===== src/rtl/freq_meter.sv =====
// freq_meter: gated frequency counter.
//
// Counts rising edges of an asynchronous input over a fixed gate window
// of GATE_CYCLES = CLK_FREQ/GATE_DIV clock cycles. With en held high,
// windows run back to back: GATE_CYCLES counting cycles followed by one
// LATCH cycle, so one result appears every GATE_CYCLES+1 cycles.
//
// Output handshake: valid is a one-cycle pulse with no ready/backpressure.
// freq_out and ovf change only in the cycle valid is high and hold their
// value in between. A consumer must take the result in the valid cycle.
//
// Ports
//   clk_in    in   1      system clock, rising edge
//   rst       in   1      synchronous active-high reset
//   en        in   1      level: high = keep measuring, low = stop
//   sig_in    in   1      asynchronous signal under measurement
//   freq_out  out  CNT_W  edges counted in the last completed window
//   valid     out  1      one-cycle pulse when freq_out/ovf update
//   ovf       out  1      last completed window saturated the counter
//   busy      out  1      high whenever the FSM is not idle
//   dbg_state out  2      current FSM state (0 idle, 1 gate, 2 latch)

module freq_meter #(
  parameter int CLK_FREQ = 100_000_000,
  parameter int GATE_DIV = 1,
  parameter int CNT_W    = 27
) (
  input  logic             clk_in,
  input  logic             rst,
  input  logic             en,
  input  logic             sig_in,
  output logic [CNT_W-1:0] freq_out,
  output logic             valid,
  output logic             ovf,
  output logic             busy,
  output logic [1:0]       dbg_state
);

  localparam int GATE_CYCLES = CLK_FREQ / GATE_DIV;
  localparam int GW          = (GATE_CYCLES > 1) ? $clog2(GATE_CYCLES) : 1;
  localparam logic [GW-1:0]    GATE_LAST = GW'(GATE_CYCLES - 1);
  localparam logic [CNT_W-1:0] CNT_MAX   = '1;

  typedef enum logic [1:0] {
    S_IDLE  = 2'd0,
    S_GATE  = 2'd1,
    S_LATCH = 2'd2
  } state_t;

  state_t           r_state;
  logic             r_sync1;
  logic             r_sync2;
  logic             r_hist;
  logic [GW-1:0]    r_gate_cnt;
  logic [CNT_W-1:0] r_edge_cnt;
  logic             r_ovf_acc;
  logic [CNT_W-1:0] r_freq;
  logic             r_valid;
  logic             r_ovf;
  logic             w_edge;

  // Two flops resolve metastability, the third remembers the previous
  // synchronized level so a rising edge yields exactly one strobe.
  always_ff @(posedge clk_in) begin
    if (rst) begin
      r_sync1 <= 1'b0;
      r_sync2 <= 1'b0;
      r_hist  <= 1'b0;
    end else begin
      r_sync1 <= sig_in;
      r_sync2 <= r_sync1;
      r_hist  <= r_sync2;
    end
  end

  assign w_edge = r_sync2 & ~r_hist;

  always_ff @(posedge clk_in) begin
    if (rst) begin
      r_state    <= S_IDLE;
      r_gate_cnt <= '0;
      r_edge_cnt <= '0;
      r_ovf_acc  <= 1'b0;
      r_freq     <= '0;
      r_valid    <= 1'b0;
      r_ovf      <= 1'b0;
    end else begin
      r_valid <= 1'b0;
      case (r_state)
        S_IDLE: begin
          if (en) begin
            r_state    <= S_GATE;
            r_gate_cnt <= '0;
            r_edge_cnt <= '0;
            r_ovf_acc  <= 1'b0;
          end
        end
        S_GATE: begin
          // Dropping en aborts the window even in its final cycle; the
          // previous result stays on the outputs.
          if (!en) begin
            r_state <= S_IDLE;
          end else begin
            r_gate_cnt <= r_gate_cnt + GW'(1);
            if (w_edge) begin
              if (r_edge_cnt == CNT_MAX) begin
                r_ovf_acc <= 1'b1;
              end else begin
                r_edge_cnt <= r_edge_cnt + CNT_W'(1);
              end
            end
            if (r_gate_cnt == GATE_LAST) begin
              r_state <= S_LATCH;
            end
          end
        end
        S_LATCH: begin
          // Edge strobes here are ignored; the count is already final.
          r_freq  <= r_edge_cnt;
          r_ovf   <= r_ovf_acc;
          r_valid <= 1'b1;
          if (en) begin
            r_state    <= S_GATE;
            r_gate_cnt <= '0;
            r_edge_cnt <= '0;
            r_ovf_acc  <= 1'b0;
          end else begin
            r_state <= S_IDLE;
          end
        end
        default: begin
          r_state <= S_IDLE;
        end
      endcase
    end
  end

  assign freq_out  = r_freq;
  assign valid     = r_valid;
  assign ovf       = r_ovf;
  assign busy      = (r_state != S_IDLE);
  assign dbg_state = r_state;

endmodule


===== config.mk =====
export PLATFORM = sky130hd
export DESIGN_NAME = freq_meter
export DESIGN_NICKNAME = d
export VERILOG_FILES = /design/src/rtl/freq_meter.sv
export SDC_FILE = /design/constraint.sdc
export NUM_CORES = 1
export LEC_CHECK = 0
export ABC_AREA = 1
export BUFFER_PORTS_ARGS = -buffer_cell sky130_fd_sc_hd__buf_2
export CAP_MARGIN = 20
export CORE_MARGIN = 5
export CORE_UTILIZATION = 25
export DETAILED_ROUTE_END_ITERATION = 16
export GPL_ROUTABILITY_DRIVEN = 0
export PLACE_DENSITY = 0.37
export SETUP_SLACK_MARGIN = 0.3
export SYNTH_ARGS = -nofsm -noshare
export SYNTH_HDL_FRONTEND = slang
export SYNTH_SLANG_ARGS = --single-unit

===== constraint.sdc =====
create_clock -name clk_in -period 2.9 [get_ports clk_in]
set_clock_uncertainty 0.05 [all_clocks]
set_input_delay 0.145 -clock clk_in [delete_from_list [all_inputs] [get_ports clk_in]]
set_output_delay 0.145 -clock clk_in [all_outputs]
set_load 0.01 [all_outputs]

==> reports/qor.yml, run 1 <==
cells_and_area:
  antenna_cells: 0
  syn_to_final_growth_pct: 15.9
  drive_gt1_frac: 0.104
  final_nets: 703
  final_cell_mix: "nand2_1 (140), nor2_1 (98), inv_1 (94)"
  final_common_cell: "nand2_1"
clock_tree:
  clkSlewWorstSetupHoldPaths_ns: 0.07
  cts_buffers: 9
  clock_latency_ns: 0.34
  cts_resized: 0
  clk_path_buf_depth: 2
  clock_sinks: 89
  clockRootBuffer: "clkbuf_16"
  h-tree-depth: 3
  cts_setup_buffers: 0
  cts_tree: "yes"
worst_setup_path:
  end_kind: "flop"
  crit_arrival_ns: 2.30
  worstRegToRegCells: 10
  crit_path_start_kind: "flop"
  timing.rr.start: "r_edge_cnt[1]"
  r2r_slack_ns: 0.79
  r2r_end: "r_edge_cnt[1]"
  critPathMaxFanout: 23
  crit_type: "reg -> reg"
  endpoint: "r_edge_cnt[1]"
  crit_required_ns: 3.09
  cp-startpoint: "r_edge_cnt[1]"
yosys:
  syn_inst: 665
  synthXorXnorAreaFrac: 0.00398
  synth_mux_area_frac: 0
  synth_cell_types: 37
  synth.largest_area_cell: "dfxtp_1"
  synth_compound_area_frac: 0.150
  synth_adder_area_share: 0.00569
  ys_seq_area_frac: 0.405
  synthTopCellsByArea: "dfxtp_1 (40%), nand2_1 (12%), nor2_1 (8.4%)"
  synth_seq_cells: 89
  syn_area_um2: 4400
  synth_top_family_by_area: "simple AND/OR/NAND/NOR gates"
  syn_area_per_cell_um2: 6.62
  ys_warn_count: 0
  synth_top_area_share: 0.405
  postSynth.asyncResetShare: 0
  syn_nets: 671
  yosys.area_share.simple: 0.330
  synthFlopType: "dfxtp_1"
  synth-edff-count: 0
worst_hold_path:
  min_from: "rst"
  hold_path.class: "in -> reg"
route:
  routedWlPerCell_um: 13.8
  vias_per_cell: 4.52
  first_iter_violations: 250
  drc: 0
  drt-total-wl_um: 12700
  firstDrtPassIters: 4
  antenna_left: 0
  vias: 4187
global_route:
  antenna_found_initial: 0
  grt_max_degree: 29
  grt_usage: 0.131
  grt_pass1_wl_um: 21300
  grt_pass1_vias: 4015
  overflow: 0
placed_design:
  dp_hpwl_um: 9450
  io_buffers: 35
sta:
  period_minus_slack_ns: 2.11
  maxSlewHeadroom: 0.568
  min_period_over_period: 0.729
  max_freq_mhz: 473
  finalHoldViolCount: 0
  setup_violations: 0
  fin_setup_tns_ns: 0
  tightest_slew_ns: 0.645
  rsz0062_at_grt: "no"
  final_max_slew_viol_count: 0
die:
  start_util: 0.254
  die-area_um2: 20400
  die_y_um: 143
  core_area_um2: 17300
  io_pins: 36
  rows: 48
  die_x_um: 143
pwr:
  power_mw: 2.46
  max-vdd-ir-drop_uv: 277
  leakage_nw: 1.96
  p_per_area_nw_per_um2: 482
job:
  cap_violations: 0
status:
  outcome: "complete, no violations"
power breakdown:
part / leakage, nW / switching, mW / internal (mW)
clock network: 0.129 / 0.503 / 0.606
registers: 0.718 / 0.00732 / 1.23
logic: 1.12 / 0.0857 / 0.0290
worst min-delay path by stage:
stage	endpoint	slack, ns	cells after the start
after floorplan	r_sync1	0.20	2
after global placement	r_sync1	0.30	3
after detailed placement	r_sync1	0.30	3
after CTS	r_sync1	0.18	2
after global routing	r_sync2	0.20	2
final	r_sync2	0.18	2
per-stage QoR:
stage          utilization  worst slack (ns)  cell area, um2  hold slack (ns)  std cells
4_1_cts              0.295             0.757            5100            0.180        927
6_report             0.295             0.787            5100            0.185        927
5_1_grt              0.295             0.528            5100            0.197        927
2_1_floorplan            -              1.28            4400            0.202        665
3_5_place_dp         0.278             0.774            4820            0.305        910
3_3_place_gp         0.278             0.854            4820            0.304        910
state kept, by name, indices dropped and copies added, names as in the netlist:
register,flops
valid,1
r_ovf_acc,1
ovf,1
r_hist,1
freq_out,27
r_sync1,1
dbg_state,2
r_sync2,1
r_edge_cnt,27
r_gate_cnt,27
metal layers:
metal  vias to the layer above  part of all wire  global-route usage
met4                         0             0.018              0.0480
met5                         -                 0                   0
li1                       2198                 -                   -
met3                        16             0.047              0.0238
met2                        74              0.41               0.190
met1                      1899              0.53               0.193
repair_timing:
action,CTS,global route
hold endpoints to repair,1,0
endpoints found under the setup margin,0,0
hold buffers,1,0
final cells by class:
cell class | count | area (um2)
tap | 225 | 282
multi-input combinational | 458 | 2160
inverter | 95 | 357
clock buffer | 12 | 246
fill | 1934 | 12200
clock inverter | 4 | 28.8
timing repair buffer | 44 | 245
sequential | 89 | 1780
critical path, stage by stage (launching register included):
cell,delay (ns)
dfxtp_1,0.39
ha_1,0.21
inv_1,0.07
nor2_2,0.15
nand2_4,0.12
nor2_8,0.15
nand3_4,0.17
nand2_4,0.28
inv_2,0.20
o21ai_1,0.17
nor2_1,0.05
cells by family after synthesis:
kind of cell             Yosys count
AO/OA/AOI/OAI                    124
AND/OR/NAND/NOR                  330
adder cells (fa/ha/maj)            2
XOR/XNOR                           2
flip-flops                        89
buffers and inverters            118
cell usage after synthesis, drive strengths merged (2+ instances only):
cell type,count
dfxtp,89
inv,95
a31oi,2
nand4,18
a21oi,57
nor3,5
nor4,2
nand2,144
ha,2
nand3,51
nand3b,2
clkbuf,13
o21bai,2
nor2,106
buf,10
xor2,2
o21ai,57
No activity file was read; power rests on OpenSTA's default activity.
==> inputs of run 2 (changes only) <==
--- a/config.mk
+++ b/config.mk
@@ -12,7 +12,7 @@
 export CORE_UTILIZATION = 25
 export DETAILED_ROUTE_END_ITERATION = 16
 export GPL_ROUTABILITY_DRIVEN = 0
-export PLACE_DENSITY = 0.37
+export PLACE_DENSITY = 0.38
 export SETUP_SLACK_MARGIN = 0.3
 export SYNTH_ARGS = -nofsm -noshare
 export SYNTH_HDL_FRONTEND = slang
==> constraint.sdc (replaced) <==
create_clock -name clk_in -period 1.7 [get_ports clk_in]
set_clock_uncertainty 0.05 [all_clocks]
set_input_delay 0.085 -clock clk_in [delete_from_list [all_inputs] [get_ports clk_in]]
set_output_delay 0.085 -clock clk_in [all_outputs]
set_load 0.01 [all_outputs]
==> reports/qor.yml, run 2 (same netlist as run 1, synthesis figures left out) <==
status:
  outcome: "complete, no violations"
worst_setup_path:
  end_kind: "flop"
  crit_arrival_ns: 1.82  # -0.48 ns
  crit_path_start_kind: "flop"
  crit_required_ns: 1.94  # -1.15 ns
  r2r_slack_ns: 0.12  # -0.66 ns
  crit_type: "reg -> reg"
  critPathMaxFanout: 6  # -74%
clock_tree:
  clock_sinks: 89  # unchanged
  clkSlewWorstSetupHoldPaths_ns: 0.06  # about the same
  clock_latency_ns: 0.35  # about the same
  clk_path_buf_depth: 2  # unchanged
  h-tree-depth: 3  # unchanged
  cts_buffers: 9  # unchanged
  clockRootBuffer: "clkbuf_16"
  cts_tree: "yes"
die:
  rows: 48  # unchanged
  die_y_um: 143  # unchanged
  die-area_um2: 20400  # unchanged
  io_pins: 36  # unchanged
  core_area_um2: 17300  # unchanged
  start_util: 0.254  # unchanged
  die_x_um: 143  # unchanged
sta:
  whs_ns: 0.150  # -0.0345 ns
  finalHoldViolCount: 0  # unchanged
  layout_setup_ws_ns: 0.125  # -0.663 ns
  tightest_slew_ns: 0.391  # -0.254 ns
  final_max_slew_viol_count: 0  # unchanged
  fin_setup_tns_ns: 0  # unchanged
  setup_violations: 0  # unchanged
  min_period_over_period: 0.927  # +0.198
  period_minus_slack_ns: 1.58  # -0.537 ns
  max_freq_mhz: 635  # +34%
  maxSlewHeadroom: 0.739  # +0.171
  rsz0062_at_grt: "yes"
cells_and_area:
  drive_gt1_frac: 0.371  # +0.267
  final_nets: 778  # +11%
  antenna_cells: 0  # unchanged
  postLayoutCellArea_um2: 6480  # +27%
  syn_to_final_growth_pct: 47.2
  final_common_cell: "nand2_1"
  fin_cells: 1001  # +8.0%
  final_cell_mix: "nand2_1 (113), inv_1 (81), nor2_1 (68)"
  fin_util: 0.374  # +0.0796
placed_design:
  dp_hpwl_um: 9670  # +2.3%
  dp_slack_ns: 0.0298  # -0.744 ns
  place_inst: 945  # +3.8%
  dpl-instance-area_um2: 5190  # +7.8%
  io_buffers: 35  # unchanged
global_route:
  grt_max_degree: 27  # -6.9%
  grt_use_met2: 0.201  # +0.0114
  overflow: 0  # unchanged
  antenna_found_initial: 0  # unchanged
  grt_usage: 0.144  # +0.0129
  grt-busiest-layer: "met1"
  grtUsageMet3: 0.0258  # +0.00201
  grt_pass1_vias: 4324  # +7.7%
  grt_pass1_wl_um: 22900  # +7.6%
  gr-usage-met1: 0.215  # +0.0219
pwr:
  leakage_nw: 2.60  # +32%
  power_mw: 4.35  # +77%
  p_per_area_nw_per_um2: 671  # +39%
  max-vdd-ir-drop_uv: 512  # +85%
route:
  antenna_left: 0  # unchanged
  drc: 0  # unchanged
  vias_per_cell: 4.51  # -0.18%
  routedWlPerCell_um: 14.2  # +3.4%
  vias: 4513  # +7.8%
  first_iter_violations: 271  # +8.4%
  drt-total-wl_um: 14200  # +12%
  firstDrtPassIters: 4  # unchanged
worst_hold_path:
  hold_path.class: "in -> reg"
job:
  cap_violations: 0  # unchanged
-- run 2: changes by cell type in the layout (fill, tap and decap cells not counted), sizes merged --
| cell | previous run | this run |
|---|---|---|
| clkinvlp | 2 | 1 |
| dlygate4sd3 | 1 | 3 |
| clkbuf | 12 | 13 |
| inv | 95 | 96 |
| buf | 43 | 114 |
-- run 2: path summary, 6_finish.rpt --
| check | start | cells after the start | to |
|---|---|---|---|
| worst min-delay path | en | 5 | r_gate_cnt[12] |
| worst min register to register | r_sync1 | 2 | r_sync2 |
| worst max-delay path | r_edge_cnt[1] | 12 | r_edge_cnt[25] |
| worst max register to register | r_edge_cnt[1] | 12 | r_edge_cnt[25] |
-- run 2: area by class of cell --
| type | instances | area (um2) |
|---|---|---|
| fill | 1853 | 10800 |
| multi-input combinational | 458 | 2690 |
| sequential | 89 | 1850 |
| timing repair buffer | 118 | 998 |
| inverter | 95 | 384 |
| tap | 225 | 282 |
| clock buffer | 12 | 246 |
| clock inverter | 3 | 17.5 |
| timing repair inverter | 1 | 8.76 |
-- run 2: per-layer routing --
metal  up-vias  part of all wire
li1       2350                 -
met5         -                 0
met3        17             0.037
met4         0             0.024
met2        64              0.42
met1      2082              0.52
-- run 2: report_power, final --
part	internal (mW)	switching, mW
combinational	0.157	0.215
sequential	2.08	0.0126
clock	1.02	0.861
-- run 2: worst max-delay path: stages, from the launching register on --
cell     delay [ns]
dfxtp_4        0.37
ha_4           0.14
inv_2          0.04
nor2_4         0.09
nand2_4        0.10
nor2_8         0.12
nand3_4        0.11
nand2_8        0.13
buf_4          0.13
nor2_2         0.03
nand2_1        0.05
nand2_1        0.06
nor2_2         0.10
-- run 2: timing repair --
item | in CTS | in global routing
pin swaps | 21 | 34
hold endpoints to repair | 2 | 0
cloned | 2 | 1
hold buffers | 3 | 0
endpoints found under the setup margin | 54 | 53
buffers inserted | 19 | 16
resized for setup | 92 | 107
==> inputs of run 3 (changes only) <==
--- a/config.mk
+++ b/config.mk
@@ -6,13 +6,15 @@
 export NUM_CORES = 1
 export LEC_CHECK = 0
 export ABC_AREA = 1
+export ABC_CLOCK_PERIOD_IN_PS = 1700
 export BUFFER_PORTS_ARGS = -buffer_cell sky130_fd_sc_hd__buf_2
 export CAP_MARGIN = 20
 export CORE_MARGIN = 5
-export CORE_UTILIZATION = 25
+export CORE_UTILIZATION = 50
 export DETAILED_ROUTE_END_ITERATION = 16
 export GPL_ROUTABILITY_DRIVEN = 0
-export PLACE_DENSITY = 0.38
+export PLACE_DENSITY = 0.68
+export REMOVE_ABC_BUFFERS = 1
 export SETUP_SLACK_MARGIN = 0.3
 export SYNTH_ARGS = -nofsm -noshare
 export SYNTH_HDL_FRONTEND = slang
==> reports/qor.yml, run 3 (same netlist as run 1, synthesis figures left out) <==
global_route:
  antenna_found_initial: 0  # unchanged
  overflow: 0  # unchanged
  grt_usage: 0.223  # +0.0795
  grt_max_degree: 27  # unchanged
  grt_pass1_vias: 4375  # +1.2%
  grt_pass1_wl_um: 20500  # -10%
worst_hold_path:
  holdPathStages: 6  # +1
  hold_path.class: "in -> reg"
  hold_end: "dbg_state[1]"
  min_from: "en"
die:
  core_area_um2: 8640  # -50%
  io_pins: 36  # unchanged
  die_x_um: 104  # -27%
  start_util: 0.510  # +0.255
  rows: 34  # -29%
  die_y_um: 104  # -27%
  die-area_um2: 10800  # -47%
route:
  routedWlPerCell_um: 15.5  # +9.2%
  first_iter_violations: 373  # +38%
  drc: 0  # unchanged
  vias: 4939  # +9.4%
  vias_per_cell: 5.55  # +23%
  firstDrtPassIters: 5  # +1
  antenna_left: 0  # unchanged
  drt-total-wl_um: 13800  # -2.9%
sta:
  period_minus_slack_ns: 1.68  # +0.100 ns
  tightest_slew_ns: 0.314  # -0.0770 ns
  min_period_over_period: 0.986  # +0.0589
  rsz0062_at_grt: "yes"
  setup_violations: 0  # unchanged
  maxSlewHeadroom: 0.791  # +0.0511
  final_max_slew_viol_count: 0  # unchanged
  whs_ns: 0.234  # +0.0843 ns
  max_freq_mhz: 597  # -6.0%
  finalHoldViolCount: 0  # unchanged
cells_and_area:
  fin_cells: 890  # -11%
  fillers: 654  # -65%
  final_common_cell: "nand2_1"
  drive_gt1_frac: 0.385  # +0.0138
  seqCellArea_um2: 1840  # -0.61%
  final_nets: 783  # +0.64%
  antenna_cells: 0  # unchanged
  final_cell_mix: "nand2_1 (118), inv_1 (81), nor2_1 (67)"
  syn_to_final_growth_pct: 42.7
  multiInputGateArea_um2: 2760  # +2.6%
pwr:
  max-vdd-ir-drop_uv: 518  # +1.2%
  leakage_nw: 2.54  # -2.2%
  p_per_area_nw_per_um2: 642  # -4.4%
  power_mw: 4.03  # -7.3%
placed_design:
  place_inst: 832  # -12%
  io_buffers: 35  # unchanged
  dp_hpwl_um: 8240  # -15%
clock_tree:
  h-tree-depth: 3  # unchanged
  clk_path_buf_depth: 2  # unchanged
  clkSlewWorstSetupHoldPaths_ns: 0.10  # +0.04 ns
  clockRootBuffer: "clkbuf_8"
  cts_tree: "yes"
  clock_sinks: 89  # unchanged
  clock_latency_ns: 0.37  # +0.02 ns
  cts_buffers: 9  # unchanged
status:
  outcome: "complete, no violations"
worst_setup_path:
  crit_path_start_kind: "flop"
  crit_arrival_ns: 1.90  # +0.08 ns
  crit_type: "reg -> reg"
  r2r_slack_ns: 0.02  # -0.10 ns
  critPathMaxFanout: 5  # -1
  r2r_end: "r_edge_cnt[14]"
  timing.rr.start: "r_edge_cnt[11]"
  crit_required_ns: 1.92  # -0.02 ns
  end_kind: "flop"
  worstRegToRegCells: 10  # -2
job:
  cap_violations: 0  # unchanged
==> run 3: changes by cell type in the layout (fill, tap and decap cells not counted), sizes merged <==
cell,delta
nand2,+1
clkbuf,-3
inv,+1
bufinv,+1
clkinvlp,+1
buf,+7
clkinv,-1
dlygate4sd3,-1
==> run 3: routing by layer <==
metal  wire length (um)  track usage  part of all wire  vias up
met5                  0            0                 0        -
met4                334       0.0759             0.024        0
met3                837       0.0373             0.061       41
met2               6680        0.354              0.48      205
met1               5960        0.308              0.43     2325
li1                   -            -                 -     2368
==> run 3: repair_timing <==
item | in CTS | in global routing
hold buffers | 2 | 0
pin swaps | 35 | 45
gates cloned | 1 | 0
endpoints found under the hold margin | 2 | 0
gates resized for setup | 114 | 130
buffers inserted | 22 | 17
endpoints found under the setup margin | 57 | 70
==> run 3: power breakdown <==
group	switching [mW]	total [mW]	internal, mW
clock network	0.845	1.58	0.739
registers	0.0110	2.10	2.09
logic	0.213	0.348	0.135
total	1.07	4.03	2.96
==> run 3: critical path: stages (launching register included) <==
cell,delay [ns]
dfxtp_1,0.37
nand2_1,0.12
nor2_4,0.16
nand2_2,0.11
nor2_8,0.15
nand3_4,0.14
nand2_8,0.13
buf_6,0.13
o21ai_0,0.10
inv_1,0.09
nor2_1,0.04
==> run 3: final cells by class <==
cell class / instances / area share
flip-flops and latches: 89 / 0.293
repair buffers: 123 / 0.152
multi-input cells: 459 / 0.439
inverters: 95 / 0.0606
clock buffers: 10 / 0.0219
well taps: 108 / 0.0215
clock inverters: 6 / 0.0116
==> run 3: how the worst max path moves through the flow <==
stage,start,to,slack [ns],depth (start not counted)
2_1_floorplan,dbg_state[1],freq_out[1],-0.81,5
4_1_cts,r_edge_cnt[1],r_edge_cnt[21],0.13,12
5_1_grt,r_edge_cnt[9],r_edge_cnt[8],-0.03,11
3_3_place_gp,r_edge_cnt[0],r_edge_cnt[1],0.01,10
6_report,r_edge_cnt[11],r_edge_cnt[14],0.02,10
3_5_place_dp,r_edge_cnt[0],r_edge_cnt[2],-0.07,11
==> run 3: metrics by stage <==
step,utilization,setup slack (ns),TNS (ns),area (um2)
after global routing,0.727,-0.0333,-0.192,6280
after global placement,0.575,0.0138,0,4960
final,0.727,0.0245,0,6280
after floorplan,-,-0.807,-19.15,4290
after detailed placement,0.575,-0.0704,-0.766,4960
after CTS,0.661,0.130,0,5710
